[src/rtl/apu_frame_pkg.sv]
// Shared constants and types for the APU frame sequencer.
package apu_frame_pkg;

  // Cycle counter width; it must hold the 5-step terminal count 18640.
  localparam int CNT_W = 15;

  // APU-cycle counts at which the sequencer emits events.
  localparam logic [CNT_W-1:0] STEP1 = 15'd3728;
  localparam logic [CNT_W-1:0] STEP2 = 15'd7456;
  localparam logic [CNT_W-1:0] STEP3 = 15'd11185;
  localparam logic [CNT_W-1:0] STEP4 = 15'd14914;
  localparam logic [CNT_W-1:0] STEP5 = 15'd18640;

  // Decode result for one counter value. irq_set is raw and still has to be
  // gated by the IRQ inhibit bit.
  typedef struct packed {
    logic qf;
    logic hf;
    logic irq_set;
  } frame_evt_t;

endpackage

[src/rtl/apu_frame_decode.sv]
// Combinational step decoder: maps (cnt, mode) to frame events and the wrap flag.
module apu_frame_decode
  import apu_frame_pkg::*;
(
  input  logic [CNT_W-1:0] cnt_i,
  input  logic             mode_i,
  output frame_evt_t       evt_o,
  output logic             wrap_o
);

  // Match the current count against the step table for the active mode.
  always_comb begin
    evt_o  = '0;
    wrap_o = 1'b0;
    if (cnt_i == STEP1 || cnt_i == STEP3) begin
      evt_o.qf = 1'b1;
    end
    if (cnt_i == STEP2) begin
      evt_o.qf = 1'b1;
      evt_o.hf = 1'b1;
    end
    // Step 4 is the last step of 4-step mode; in 5-step mode it is silent.
    if (!mode_i && cnt_i == STEP4) begin
      evt_o.qf      = 1'b1;
      evt_o.hf      = 1'b1;
      evt_o.irq_set = 1'b1;
      wrap_o        = 1'b1;
    end
    if (mode_i && cnt_i == STEP5) begin
      evt_o.qf = 1'b1;
      evt_o.hf = 1'b1;
      wrap_o   = 1'b1;
    end
  end

endmodule

[src/rtl/apu_frame_counter.sv]
// APU frame sequencer: counts APU-cycle ticks in 4- or 5-step mode, emits
// quarter/half-frame strobes and raises the frame IRQ, programmed via $4017.
module apu_frame_counter
  import apu_frame_pkg::*;
(
  input  logic       CLK,
  input  logic       RES,
  input  logic       ACLK_en,
  input  logic       W4017,
  input  logic [7:0] DIN,
  input  logic       R4015,
  output logic       QF,
  output logic       HF,
  output logic       FRAME_IRQ,
  output logic       MODE
);

  logic [CNT_W-1:0] cnt_q, cnt_d;
  logic             mode_q, mode_d;
  logic             inhibit_q, inhibit_d;
  logic             irq_q, irq_d;
  logic             pend_q, pend_d;
  logic             qf_q, qf_d;
  logic             hf_q, hf_d;

  frame_evt_t       evt;
  logic             wrap;

  apu_frame_decode u_decode (
    .cnt_i  (cnt_q),
    .mode_i (mode_q),
    .evt_o  (evt),
    .wrap_o (wrap)
  );

  // Next-state logic; the order of the IRQ updates encodes its priority:
  // ack < set < inhibit-write clear.
  always_comb begin
    cnt_d     = cnt_q;
    mode_d    = mode_q;
    inhibit_d = inhibit_q;
    irq_d     = irq_q;
    pend_d    = pend_q;
    qf_d      = 1'b0;
    hf_d      = 1'b0;

    if (R4015) begin
      irq_d = 1'b0;
    end

    if (ACLK_en) begin
      if (pend_q) begin
        // Deferred sequencer reset from an earlier write; decode is skipped
        // and 5-step mode clocks the units immediately.
        cnt_d  = '0;
        pend_d = 1'b0;
        qf_d   = mode_q;
        hf_d   = mode_q;
      end else begin
        qf_d = evt.qf;
        hf_d = evt.hf;
        // Only an exact match wraps, so an out-of-range count after a mode
        // switch simply rolls over modulo 2^CNT_W.
        cnt_d = wrap ? '0 : cnt_q + CNT_W'(1);
        if (evt.irq_set && !inhibit_q) begin
          irq_d = 1'b1;
        end
      end
    end

    // A write lands after the tick logic: the tick used the old state and the
    // new pending reset waits for the next tick.
    if (W4017) begin
      mode_d    = DIN[7];
      inhibit_d = DIN[6];
      pend_d    = 1'b1;
      if (DIN[6]) begin
        irq_d = 1'b0;
      end
    end
  end

  // State register with synchronous reset that dominates every input.
  always_ff @(posedge CLK) begin
    if (RES) begin
      cnt_q     <= '0;
      mode_q    <= 1'b0;
      inhibit_q <= 1'b0;
      irq_q     <= 1'b0;
      pend_q    <= 1'b0;
      qf_q      <= 1'b0;
      hf_q      <= 1'b0;
    end else begin
      cnt_q     <= cnt_d;
      mode_q    <= mode_d;
      inhibit_q <= inhibit_d;
      irq_q     <= irq_d;
      pend_q    <= pend_d;
      qf_q      <= qf_d;
      hf_q      <= hf_d;
    end
  end

  assign QF        = qf_q;
  assign HF        = hf_q;
  assign FRAME_IRQ = irq_q;
  assign MODE      = mode_q;

endmodule

[config.mk]
export PLATFORM = sky130hd
export DESIGN_NAME = apu_frame_counter
export DESIGN_NICKNAME = d
export VERILOG_FILES = /design/src/rtl/apu_frame_pkg.sv /design/src/rtl/apu_frame_decode.sv /design/src/rtl/apu_frame_counter.sv
export SDC_FILE = /design/constraint.sdc
export NUM_CORES = 1
export LEC_CHECK = 0
export CAP_MARGIN = 20
export CORE_MARGIN = 2
export CORE_UTILIZATION = 56
export DETAILED_ROUTE_END_ITERATION = 8
export PLACE_DENSITY = 0.85
export SLEW_MARGIN = 20
export SYNTH_ARGS = -nofsm -noshare
export SYNTH_HDL_FRONTEND = slang
export SYNTH_SLANG_ARGS = --single-unit
[constraint.sdc]
create_clock -name CLK -period 3.9 [get_ports CLK]
set_input_delay 0.585 -clock CLK [delete_from_list [all_inputs] [get_ports CLK]]
set_output_delay 0.585 -clock CLK [all_outputs]
set_load 0.05 [all_outputs]
# Word-level counts from Yosys, hierarchy flattened
# Index checks and enable logic that the tools add are counted.
# op_classes
add_sub_neg	1
n_eq_ne	5
n_mux	18
bitwise	1
reduce_logical	8
# op_table
operator	n
15-bit by 14-bit == test with 1-bit output (second input constant)	2
15-bit two-way mux	2
15-bit by 1-bit adder with 15-bit output (second input constant)	1
15-bit by 12-bit == test with 1-bit output (second input constant)	1
15-bit by 13-bit == test with 1-bit output (second input constant)	1
15-bit == test (second input constant)	1
1-bit two-way mux	13
2-bit two-way mux	2
1-bit logical AND	3
3-bit two-way mux	1
1-bit zero test	2
2-bit nonzero test	1
2-bit OR reduction	1
1-bit logical OR	1
1-bit NOT	1
# totals
regBits	21
out_inout_bits	4

# Logic depth before layout (Yosys ltp)
# Gate-level depths: netlist of run 1.
# logic_depth
ltp_word	11
mapped_depth	8
depth_no_buf	7

# Modules after synthesis
# From an unflattened synthesis of run 1, not the netlist that was laid out.
# hier_totals
cells_unflattened	145
hier_area_um2	1198.6
# by_module_without_submodules
module	n_inst	cells_each	area_each_um2	seq_area_each_um2
apu_frame_counter	1	121	1016.0	420.4
apu_frame_decode	1	24	182.7	0.0

# Worst setup path before layout of run 1
# No wires, ideal clock.
# synth_timing
path_kind	input to register
startpoint	input port ACLK_en
endpoint	register cnt_q[12]
arrival_time_ns	1.618
path_slack_ns	2.167
path_stages	6
n_path_buf	1
path_cell_list	clkbuf_1 nand4_1 nor3_1 and3_1 xnor2_1 nor2_1
# synth_rtl
element	line	text
start, declared	apu_frame_counter.sv:8	input logic ACLK_en,
end signal, assigned	apu_frame_counter.sv:94	cnt_q <= cnt_d;
end, declared	apu_frame_counter.sv:18	logic [CNT_W-1:0] cnt_q, cnt_d;

# Worst setup path after layout of run 1
# layout_timing
startpoint	register mode_q (netlist: MODE)
endpoint	output port MODE
# layout_rtl
element	line	text
start, declared	apu_frame_counter.sv:19	logic mode_q, mode_d;
start signal, assigned	apu_frame_counter.sv:95	mode_q <= mode_d;
end, declared	apu_frame_counter.sv:15	output logic MODE
# No word-level cell between the ends.

==> metrics list, run 1 <==
- The flow ran to the end, and the final reports show no timing, DRC or antenna violations.
- Measured along the y axis, the die boundary spans 48.2 um.
- In the final design database the tool counted 155 nets.
* Total of hold buffers inserted after clock tree synthesis: 0
- Fraction of power consumed by combinational cells: 9.8%
- Hold is met by 0.532 ns.
- The number of antenna violations at the first check in global routing is 0.
* Via density per instance: 6.10
- Of the available clock period, the critical path in the final layout requires 55.6%.
- For this run, asynchronously set or reset flops after synthesis account for 0%.
- At the placement stage, the worst setup path has a slack of 1.54 ns.
- The count of nets left with antenna violations once routing finished came out at 0.
- Minimum period implied by the final worst setup slack: 2.17 ns
- Count of buffering cells on the critical path with inverters included: 1
* Core box area: 1780 um^2
- Post-route cell area: 1220 um^2
* Worst EP required: 3.31 ns
* Peak clock frequency supported by timing: 0.462 GHz
* Total nets after synthesis: 146
- Once placement finished, the instance area stood at 1190 um^2.
- Summed over all cells, the static leakage comes to 0.453 nW.
* Sequential cell area fraction in the yosys report: 38.4%
- The detailed router finished its first iteration with 39 violations.
- Wire length of the first global-routing pass: 3740 um
- Final count of hold timing violations: 0
- Flop2flop setup slack: 1.77 ns
* Buffers added on ports: 10
* CTS-repair resized insts: 0
- # Max-Cap Violations: 0
* Total global routing track utilization: 23.3%
* Clock-pin slew reported for the worst setup and hold paths after clock tree synthesis: 0.12 ns
- Starting Density: 61.4%
- Global routing finished with a remaining overflow of 0.
* Area growth syn-to-layout: 11.5%
- Via count of the first global-routing pass: 861
- Logic depth of the worst path, buffers included: 1
- Critical path type: flop to primary output
- The detailed router placed 989 vias in this run.
* Most frequently used flop master after synthesis: dfxtp_1
- The analysis attributes to net switching a power of 0.0954 mW.
* Number of buffers added by the clock tree synthesis step: 3
- Crit Path Max Fanout: 5
- Cell Int Power: 0.272 mW
- Traced cell by cell, the critical path runs through clkdlybuf4s50_1.
* Antenna Cells: 0
- In this run the tightest slew margin relative to its limit is 67.2%.
- Setup violations remaining at the end of the flow were counted as 0.
* Endpoint type of the worst setup path: primary output
- Drc violations: 0
* Hold Path Class: flop to flop
- Switching power as a share of total power: 25.9%
- The cell area that synthesis handed to floorplanning was 1090 um^2.
* Clock tree from TritonCTS: yes
* Leading area contributor after synthesis: dfxtp_1
- Final count of pins violating max slew: 0
- Row Count: 15
* Worst IR drop on VDD: 0.244 mV
- Mean post-synth cell area: 8.49 um^2
- During synthesis, Yosys emitted a total of 0 warnings.
* Clk pwr share: 29.8%
* Most frequent cell after synthesis: dfxtp_1
- The worst setup path is launched from a flop.
* Final Worst Setup Slack: 1.73 ns
- Worst-skew pair later-pin latency: 0.32 ns
- DIE AREA: 2320 um^2
- Top delay family on crit path: buffers and inverters
- CTS H-Tree Depth: 1
* Core utilization of the finished layout: 68.5%
- Final wirelength: 2270 um
- The first detailed-routing pass ran for 4 iterations.
- The worst hold path passes through 2 cells.
* Data arrival time of the critical path: 1.58 ns
- After synthesis, the largest area contributor takes up 38.4% of total cell area.
* EDFF count, synth: 0
- Unrepaired setup endpoints after global routing: no
* Part of the total power dissipated in sequential elements: 60.4%
- For the pin with the worst max-slew slack, the measured transition is 0.491 ns.
- For the worst flop-to-flop path, the logic depth is 7.
- Summed over all nets, the half-perimeter wirelength after detailed placement is 1630 um.
- Die outline width: 48.2 um
* Number of post-CTS setup repair buffers: 0
- After detailed routing, the average wire length per cell comes to 14.0 um.
- The netlist uses 33 different library cells.
- For this design the ratio of total power to cell area is 301 nW/um^2.
* Proportion of layout cells with a drive suffix above 1: 6.57%
- At the end of routability-driven placement, the weighted congestion stood at 0.827.
* Clock Tree Root: clkbuf_4
- Boundary Pins: 17
- Number of inserted filler cells in the final layout: 139
- No sink is reached through more buffers than the 2 on the longest clock path.
- Max Clock Skew: 0.00235 ns
* Largest cells by area after synthesis: dfxtp_1 (38%), nor2_1 (6.5%), xnor2_1 (4.8%), ha_1 (4.6%), nand3_1 (3.7%)
* Top post-synthesis cells by count: dfxtp_1 (21), nor2_1 (19), nand2_1 (9), nand3_1 (8)
- Entering global routing, the biggest net connects 13 pins.
* Post-synthesis cell count: 129
- Register bit count reported by yosys: 21
* Total negative setup slack: 0 ns
* Slowest Stage Delay on Critical Path: 0.83 ns
- For this design, the sink count on the clock tree is 21.
* Cell with the largest stage delay on the worst path: clkdlybuf4s50_1
[stage by stage]
step / power [mW] / std cells
after global placement: 0.261 / 158
after detailed placement: 0.262 / 158
after CTS: 0.368 / 162
after global routing: 0.379 / 162
after floorplan: 0.250 / 129
final: 0.368 / 162
[cells by family (layout without fill, tap and decap cells)]
family	Yosys count	after routing	synth area share, %
flops	21	21	38.4
mux	2	2	1.83
fa+ha+maj	4	4	4.57
buf+inv	12	20	5.03
simple gates	64	64	31.2
compound gates	16	16	11.0
xor+xnor	10	10	8.00
[power groups by stage]
stage | sequential (mW) | combinational, mW | clock (mW)
finish | 0.222 | 0.0360 | 0.109
global route | 0.223 | 0.0391 | 0.117
detailed placement | 0.227 | 0.0351 | 0
CTS | 0.222 | 0.0355 | 0.111
floorplan | 0.230 | 0.0199 | 0
global placement | 0.227 | 0.0347 | 0
[cell type report]
cell class	instances	area (um^2)	share of cell area (%)
Multi-Input combinational cell	96	619	50.7
Sequential cell	21	420	34.4
Timing Repair Buffer	10	100	8.20
Tap cell	25	31.3	2.56
Clock buffer	3	22.5	1.84
Inverter	6	22.5	1.84
Clock inverter	1	5.00	0.410
[cells in the final DEF, fill, tap and decap left out, types with 2 or more instances in the layout]
cell,netlist,final
inv_1,6,6
dfxtp_1,21,21
a211oi_1,2,2
and3_1,6,6
a21oi_1,6,6
nand3_1,8,8
nor2_1,19,19
nor3_1,3,3
and3b_1,2,2
nor4_1,5,5
xnor2_1,6,6
clkbuf_4,0,3
nor3b_1,2,2
xor2_1,4,4
nand2_1,9,9
o21ai_0,2,2
clkdlybuf4s50_1,0,10
nand4_1,4,4
mux2i_1,2,2
ha_1,4,4
nand4b_1,2,2
[flip-flops by register name (all words and copies together), names as in the netlist]
name       flops
pend_q         1
QF             1
HF             1
FRAME_IRQ      1
MODE           1
cnt_q         15
inhibit_q      1
[worst min-delay path, stage by stage (launching register included)]
cell     delay, ns
dfxtp_1       0.36
mux2i_1       0.07
nor2_1        0.07
[worst paths after layout]
kind | start | end
setup reg to reg | cnt_q[0] | cnt_q[9]
hold / removal | inhibit_q | inhibit_q
hold reg to reg | inhibit_q | inhibit_q
setup / recovery | MODE | MODE
[routing by layer]
metal  share of wire (%)  vias to the layer above  track usage [%]
met4                 1.6                        0             14.1
li1                    -                      473                -
met3                 5.4                        7             4.81
met2                  47                       45             36.1
met5                   0                        -                0
met1                  46                      464             29.6
Power figures use the tool's default switching activity.
==> inputs of run 2 (changes only) <==
--- a/config.mk
+++ b/config.mk
@@ -7,9 +7,9 @@
 export LEC_CHECK = 0
 export CAP_MARGIN = 20
 export CORE_MARGIN = 2
-export CORE_UTILIZATION = 56
+export CORE_UTILIZATION = 52
 export DETAILED_ROUTE_END_ITERATION = 8
-export PLACE_DENSITY = 0.85
+export PLACE_DENSITY = 0.8
 export SLEW_MARGIN = 20
 export SYNTH_ARGS = -nofsm -noshare
 export SYNTH_HDL_FRONTEND = slang
==> constraint.sdc (replaced) <==
create_clock -name CLK -period 2.1 [get_ports CLK]
set_input_delay 0.315 -clock CLK [delete_from_list [all_inputs] [get_ports CLK]]
set_output_delay 0.315 -clock CLK [all_outputs]
set_load 0.05 [all_outputs]
==> metrics list, run 2 (synthesized netlist as in run 1, its figures left out) <==
- The number of instances on the worst hold path was 2 (unchanged).
- Critical path type: flop to flop
- Measured slew at the worst slew-check pin: 0.496 ns (+0.00509 ns)
- The die width was 49.9 um (+3.5%).
- Final count of hold timing violations: 0 (unchanged)
* Flop2flop setup slack: 0.12 ns (-1.65 ns)
- Clock-pin slew reported for the worst setup and hold paths after clock tree synthesis: 0.12 ns (about the same)
- Part of the cycle the worst path needs: 94.3%
- TritonCTS built the clock tree.
- The leakage power came to 0.487 nW (+7.6%).
- Reg-to-reg critical path startpoint: cnt_q[0]
- Switching power as a share of total power: 25.7% (-0.27 points)
- The min-delay analysis places its worst path in the category flop to flop.
- Initial antenna violation count: 0 (unchanged)
* Power after layout: 0.684 mW (+86%)
* Detailed placer's ending HPWL: 1750 um (+7.4%)
- The largest net degree at the start of global routing is 13 (unchanged).
* Net switching power of the design: 0.176 mW (+84%)
* Boundary Pins: 17 (unchanged)
- # Max-Cap Violations: 0 (unchanged)
- The internal power consumption is 0.509 mW (+87%).
* R2R depth: 7 (unchanged)
- Proportion of layout cells with a drive suffix above 1: 11.2% (+4.6 points)
- The final max-slew violation count came to 0 (unchanged).
- Endpoint type of the worst setup path: flop
- In this run the critical register-to-register path is captured at cnt_q[8].
* Part of the total power dissipated in sequential elements: 60.2% (-0.2 points)
- Routability Congestion: 0.818 (-1.1%)
- Most flops, register: cnt_q
* Type of origin of the critical path: flop
- The number of port buffers is 10 (unchanged).
* Min-Delay Endpoint: cnt_q[0]
- The via count of the first global-routing pass came to 969 (+13%).
* Crit Path Max Fanout: 11 (+6)
- The slowest stage of the critical path belongs to the cell dfxtp_1.
* Final wirelength: 2420 um (+6.4%)
- The core box area is 1980 um^2 (+11%).
- The final setup violation count is 0 (unchanged).
* Worst EP required: 2.30 ns (-1.01 ns)
* Initial detailed-routing violation count: 51 (+31%)
- GRT Residual Overflow: 0 (unchanged)
* Peak clock frequency supported by timing: 0.505 GHz
- Post-route worst hold slack: 0.525 ns (-0.00680 ns)
- Post-DR wirelength/cell: 14.2 um (+1.4%)
- Via density per instance: 6.06 (-0.76%)
- The detailed-route via count was 1030 (+4.1%).
* Slowest Stage Delay on Critical Path: 0.37 ns (-0.46 ns)
- Number of buffers added by the clock tree synthesis step: 3 (unchanged)
* Total of hold buffers inserted after clock tree synthesis: 0 (unchanged)
- Worst IR drop on VDD: 0.354 mV (+45%)
- In this run the most critical hold path is launched from cnt_q[0].
* Total global routing track utilization: 21.3% (-2.0 points)
* Layout net count: 161 (+3.9%)
- The aggregate negative setup slack came to 0 ns (unchanged).
* Initial DRT Pass Iterations: 4 (unchanged)
* Antenna Cells: 0 (unchanged)
* Row Count: 16 (+1)
- Power density over cell area: 537 nW/um^2 (+78%)
* Clock Tree Root: clkbuf_4
- DIE AREA: 2490 um^2 (+7.0%)
* Number of flip-flops under the largest register name: 15 (unchanged)
- Ordered list of cells on the worst path: inv_1 -> ha_1 -> nor4b_2 -> nand4_1 -> o211a_2 -> o21bai_4 -> nor3_1
- The worst path in the final design needs a cycle of 1.98 ns, including I/O delays and setup.
- The flow ran to the end, and the final reports show no timing, DRC or antenna violations.
- The wire length of the first global-routing pass came to 4150 um (+11%).
- Max Clock Skew: 0.00276 ns (+0.000402 ns)
- The count of nets left with antenna violations after detail routing came to 0 (unchanged).
- Clk pwr share: 29.4% (-0.4 points)
* Data arrival time of the critical path: 2.18 ns (+0.60 ns)
- Clock sink count: 21 (unchanged)
- Unrepaired setup endpoints after global routing: no
* Starting Density: 55.2% (-6.2 points)
- Drc violations: 0 (unchanged)
- The post-CTS setup buffer count is 0 (unchanged).
- The vertical extent of the die is 49.9 um (+3.5%).
* Buffers from clock root to sink, at most: 2 (unchanged)
- Worst slew margin: 66.9% (-0.34 points)
* Commonest cells after routing, fill and taps aside: dfxtp_1 (21), nor2_1 (19), clkdlybuf4s50_1 (10)
* CTS H-Tree Depth: 1 (unchanged)
- Area growth syn-to-layout: 16.5%
- Fraction of power consumed by combinational cells: 10.4% (+0.6 points)
- Leading cell type in the layout, fill and taps excluded: dfxtp_1
- Worst-skew pair later-pin latency: 0.31 ns (about the same)
==> run 2: cell types whose count changed in the layout (fill, tap and decap cells not counted) <==
cell | before | now
buf_4 | 0 | 6
nor4b_2 | 0 | 1
nor4b_1 | 1 | 0
==> run 2: how the worst max path moves through the flow <==
stage / cells past startpoint / from / slack, ns / to
floorplan: 8 / cnt_q[0] / 0.38 / cnt_q[12]
global route: 7 / cnt_q[0] / 0.06 / cnt_q[13]
global placement: 7 / cnt_q[0] / 0.17 / cnt_q[8]
CTS: 7 / cnt_q[0] / 0.04 / cnt_q[8]
finish: 7 / cnt_q[0] / 0.12 / cnt_q[8]
detailed placement: 7 / cnt_q[0] / 0.09 / cnt_q[8]
==> run 2: per-stage QoR <==
stage          std cells  setup WS, ns  area, um^2  utilization [%]
5_1_grt              170        0.0626        1270             64.3
4_1_cts              170        0.0386        1270             64.0
6_report             170         0.121        1270             64.3
3_5_place_dp         166        0.0910        1240             62.6
3_3_place_gp         166         0.175        1240             62.6
2_1_floorplan        129         0.382        1090                -
==> run 2: power groups by stage <==
stage	combinational, mW	sequential (mW)	clock, mW
after floorplan	0.0370	0.427	0
after global placement	0.0680	0.421	0
after detailed placement	0.0696	0.421	0
after CTS	0.0699	0.412	0.202
after global routing	0.0770	0.413	0.222
final	0.0709	0.412	0.201
==> run 2: repair_timing <==
| action | 4_1_cts | 5_1_grt |
|---|---|---|
| endpoints found under the hold margin | 0 | 0 |
| resized for setup | 0 | 1 |
| endpoints found under the setup margin | 0 | 11 |
==> run 2: area by class of cell <==
class / instances / area, um^2
clock buffers: 3 / 22.5
clock inverters: 1 / 5.00
fillers: 164 / 707
inverters: 6 / 22.5
multi-input cells: 96 / 626
flip-flops and latches: 21 / 420
well taps: 27 / 33.8
repair buffers: 16 / 145
==> run 2: routing by layer <==
layer  track usage (%)  vias up  share of wire (%)
li1                  -      490                  -
met1              27.0      471                 44
met2              37.1       57                 46
met3              2.73       12                6.9
met4              6.94        0                2.6
met5                 0        -                  0
==> run 2: critical path, delay by kind of cell (launching register included) <==
family / cells / cell delay (ns)
buffers and inverters: 1 / 0.12
and+or+nand+nor: 3 / 0.58
adders and majority gates: 1 / 0.20
DFF: 1 / 0.37
AOI/OAI and AO/OA: 2 / 0.61
==> inputs of run 3 (changes only) <==
--- a/config.mk
+++ b/config.mk
@@ -7,9 +7,9 @@
 export LEC_CHECK = 0
 export CAP_MARGIN = 20
 export CORE_MARGIN = 2
-export CORE_UTILIZATION = 52
+export CORE_UTILIZATION = 30
 export DETAILED_ROUTE_END_ITERATION = 8
-export PLACE_DENSITY = 0.8
+export PLACE_DENSITY = 0.52
 export SLEW_MARGIN = 20
 export SYNTH_ARGS = -nofsm -noshare
 export SYNTH_HDL_FRONTEND = slang
==> metrics list, run 3 (synthesized netlist as in run 1, its figures left out) <==
- Part of the total power dissipated in sequential elements: 59.9% (-0.3 points)
- Via count of the first global-routing pass: 862 (-11%)
- Total global routing track utilization: 11.8% (-9.5 points)
- The HPWL after detailed placement came to 1720 um (-1.8%).
- The last weighted congestion value of the routability-driven placer is 0.853 (+4.2%).
* Peak clock frequency supported by timing: 0.527 GHz (+4.3%)
* # Max-Cap Violations: 0 (unchanged)
* Layout net count: 162 (+0.62%)
* Final Worst Setup Slack: 0.203 ns (+0.0822 ns)
- The power density over cell area was 525 nW/um^2 (-2.1%).
* Flop2flop setup slack: 0.25 ns (+0.13 ns)
- Clock Tree Root: clkbuf_4
* Final number of setup-violating endpoints: 0 (unchanged)
* GRT Residual Overflow: 0 (unchanged)
- The aggregate negative setup slack is 0 ns (unchanged).
- Count of antenna-violating nets left after detailed routing: 0 (unchanged)
* R2R depth: 7 (unchanged)
* Leading cell type in the layout, fill and taps excluded: dfxtp_1
- Static Leakage: 0.488 nW (+0.23%)
* Switching power as a share of total power: 25.0% (-0.69 points)
* Data arrival time of the critical path: 1.58 ns (-0.60 ns)
- The via density per instance was 4.96 (-18%).
- The flow ran to the end, and the final reports show no timing, DRC or antenna violations.
- The first-pass iteration count of the detailed router was 4 (unchanged).
- The final worst-path cycle share is 90.3% (-3.9 points).
- The total length of routed wires came to 2250 um (-7.1%).
* Clock tree from TritonCTS: yes
- The average detailed-routed wire length per instance was 11.8 um (-17%).
- The critical path goes through clkdlybuf4s50_1.
- Crit Path Max Fanout: 5 (-6)
- CTS H-Tree Depth: 1 (unchanged)
- The number of port buffers came to 10 (unchanged).
- Measured slew at the worst slew-check pin: 0.491 ns (-0.00429 ns)
* Boundary Pins: 17 (unchanged)
- Total number of vias: 942 (-8.5%)
- The core box area was 3420 um^2 (+72%).
- Worst-skew pair later-pin latency: 0.31 ns (about the same)
- Proportion of layout cells with a drive suffix above 1: 11.1% (-0.078 points)
- Clock-pin slew reported for the worst setup and hold paths after clock tree synthesis: 0.12 ns (about the same)
* Hold Path Class: flop to flop
- The number of buffers on the longest clock path was 2 (unchanged).
- Starting Density: 32.1% (-23 points)
* Logic depth of the worst path, buffers included: 1 (-6)
- The final worst clock skew came to 0.00395 ns (+0.00119 ns).
- The die width came to 64.4 um (+29%).
- The vertical extent of the die came to 64.4 um (+29%).
- Final count of hold timing violations: 0 (unchanged)
- Unrepaired setup endpoints after global routing: no
- Row Count: 21 (+5)
- The number of instances on the worst hold path is 2 (unchanged).
- The total clock buffers created by CTS was 3 (unchanged).
- The part of the power in the clock network came to 29.3% (about the same).
- The floorplan die area came to 4150 um^2 (+67%).
* Most flops, register: cnt_q
* Initial detailed-routing violation count: 14 (-73%)
- Number of flip-flops under the largest register name: 15 (unchanged)
- Antenna Cells: 0 (unchanged)
* Clock sink count: 21 (unchanged)
- The worst IR drop on VDD came to 0.283 mV (-20%).
- On the critical path, the stage with the largest delay is an instance of clkdlybuf4s50_1.
- Area growth syn-to-layout: 19.2%
- Commonest cells after routing, fill and taps aside: dfxtp_1 (21), nor2_1 (19), clkdlybuf4s50_1 (10)
- Initial antenna violation count: 0 (unchanged)
* Number of post-CTS setup repair buffers: 0 (unchanged)
- Total of hold buffers inserted after clock tree synthesis: 0 (unchanged)
- The worst setup path is captured at a primary output.
* Critical path type: flop to primary output
- Worst EP required: 1.78 ns (-0.52 ns)
- The internal power consumption came to 0.514 mW (+1.1%).
- Net switching power of the design: 0.171 mW (-2.5%)
* Wire length of the first global-routing pass: 3910 um (-5.8%)
- The post-cts resize count is 0 (unchanged).
* Type of origin of the critical path: flop
* Placement Setup Slack: 0.162 ns (+0.0712 ns)
- The final max-slew violation count was 0 (unchanged).
- Minimum period implied by the final worst setup slack: 1.90 ns (-0.0822 ns)
- Slowest Stage Delay on Critical Path: 0.84 ns (+0.47 ns)
- The combined buffer and inverter count along the critical path was 1 (unchanged).
- Top delay family on crit path: buffers and inverters
- The largest net degree at the start of global routing is 12 (-1).
- Worst slew margin: 67.1% (+0.29 points)
* Drc violations: 0 (unchanged)
* Fraction of power consumed by combinational cells: 10.9% (+0.5 points)
run 3: cell count changes in the layout (fill, tap and decap cells not counted), sizes merged:
| cell | delta |
|---|---|
| clkbuf | +1 |
| buf | +1 |
| clkinv | -1 |
run 3: stage by stage:
step                hold slack [ns]  utilization (%)  instances  total power [mW]  instance area (um^2)
global placement              0.495             37.3        186             0.494                  1270
finish                        0.517             38.2        190             0.685                  1310
global route                  0.551             38.2        190             0.719                  1310
floorplan                     0.412                -        129             0.464                  1090
CTS                           0.531             38.0        190             0.694                  1300
detailed placement            0.504             37.3        186             0.494                  1270
run 3: per-layer routing:
layer	track usage, %	up-vias	share of wire [%]
met1	15.7	441	49
met2	19.0	11	47
met5	0	-	0
met4	4.79	0	1.6
met3	2.08	4	2.2
li1	-	486	-
run 3: final timing paths:
check | start | end
setup reg to reg | cnt_q[0] | cnt_q[8]
hold reg to reg | inhibit_q | inhibit_q
hold / removal | inhibit_q | inhibit_q
setup / recovery | MODE | MODE
run 3: power groups by stage:
stage	Combinational, mW	Clock, mW	Sequential (mW)
final	0.0746	0.201	0.410
after global routing	0.0829	0.225	0.411
after CTS	0.0750	0.209	0.410
after detailed placement	0.0750	0	0.419
after global placement	0.0743	0	0.419
after floorplan	0.0370	0	0.427
run 3: area by class of cell:
cell class | count | area (um^2)
Clock buffer | 4 | 26.3
Timing Repair Buffer | 17 | 153
Sequential cell | 21 | 420
Inverter | 6 | 22.5
Tap cell | 46 | 57.6
Fill cell | 352 | 2110
Multi-Input combinational cell | 96 | 626
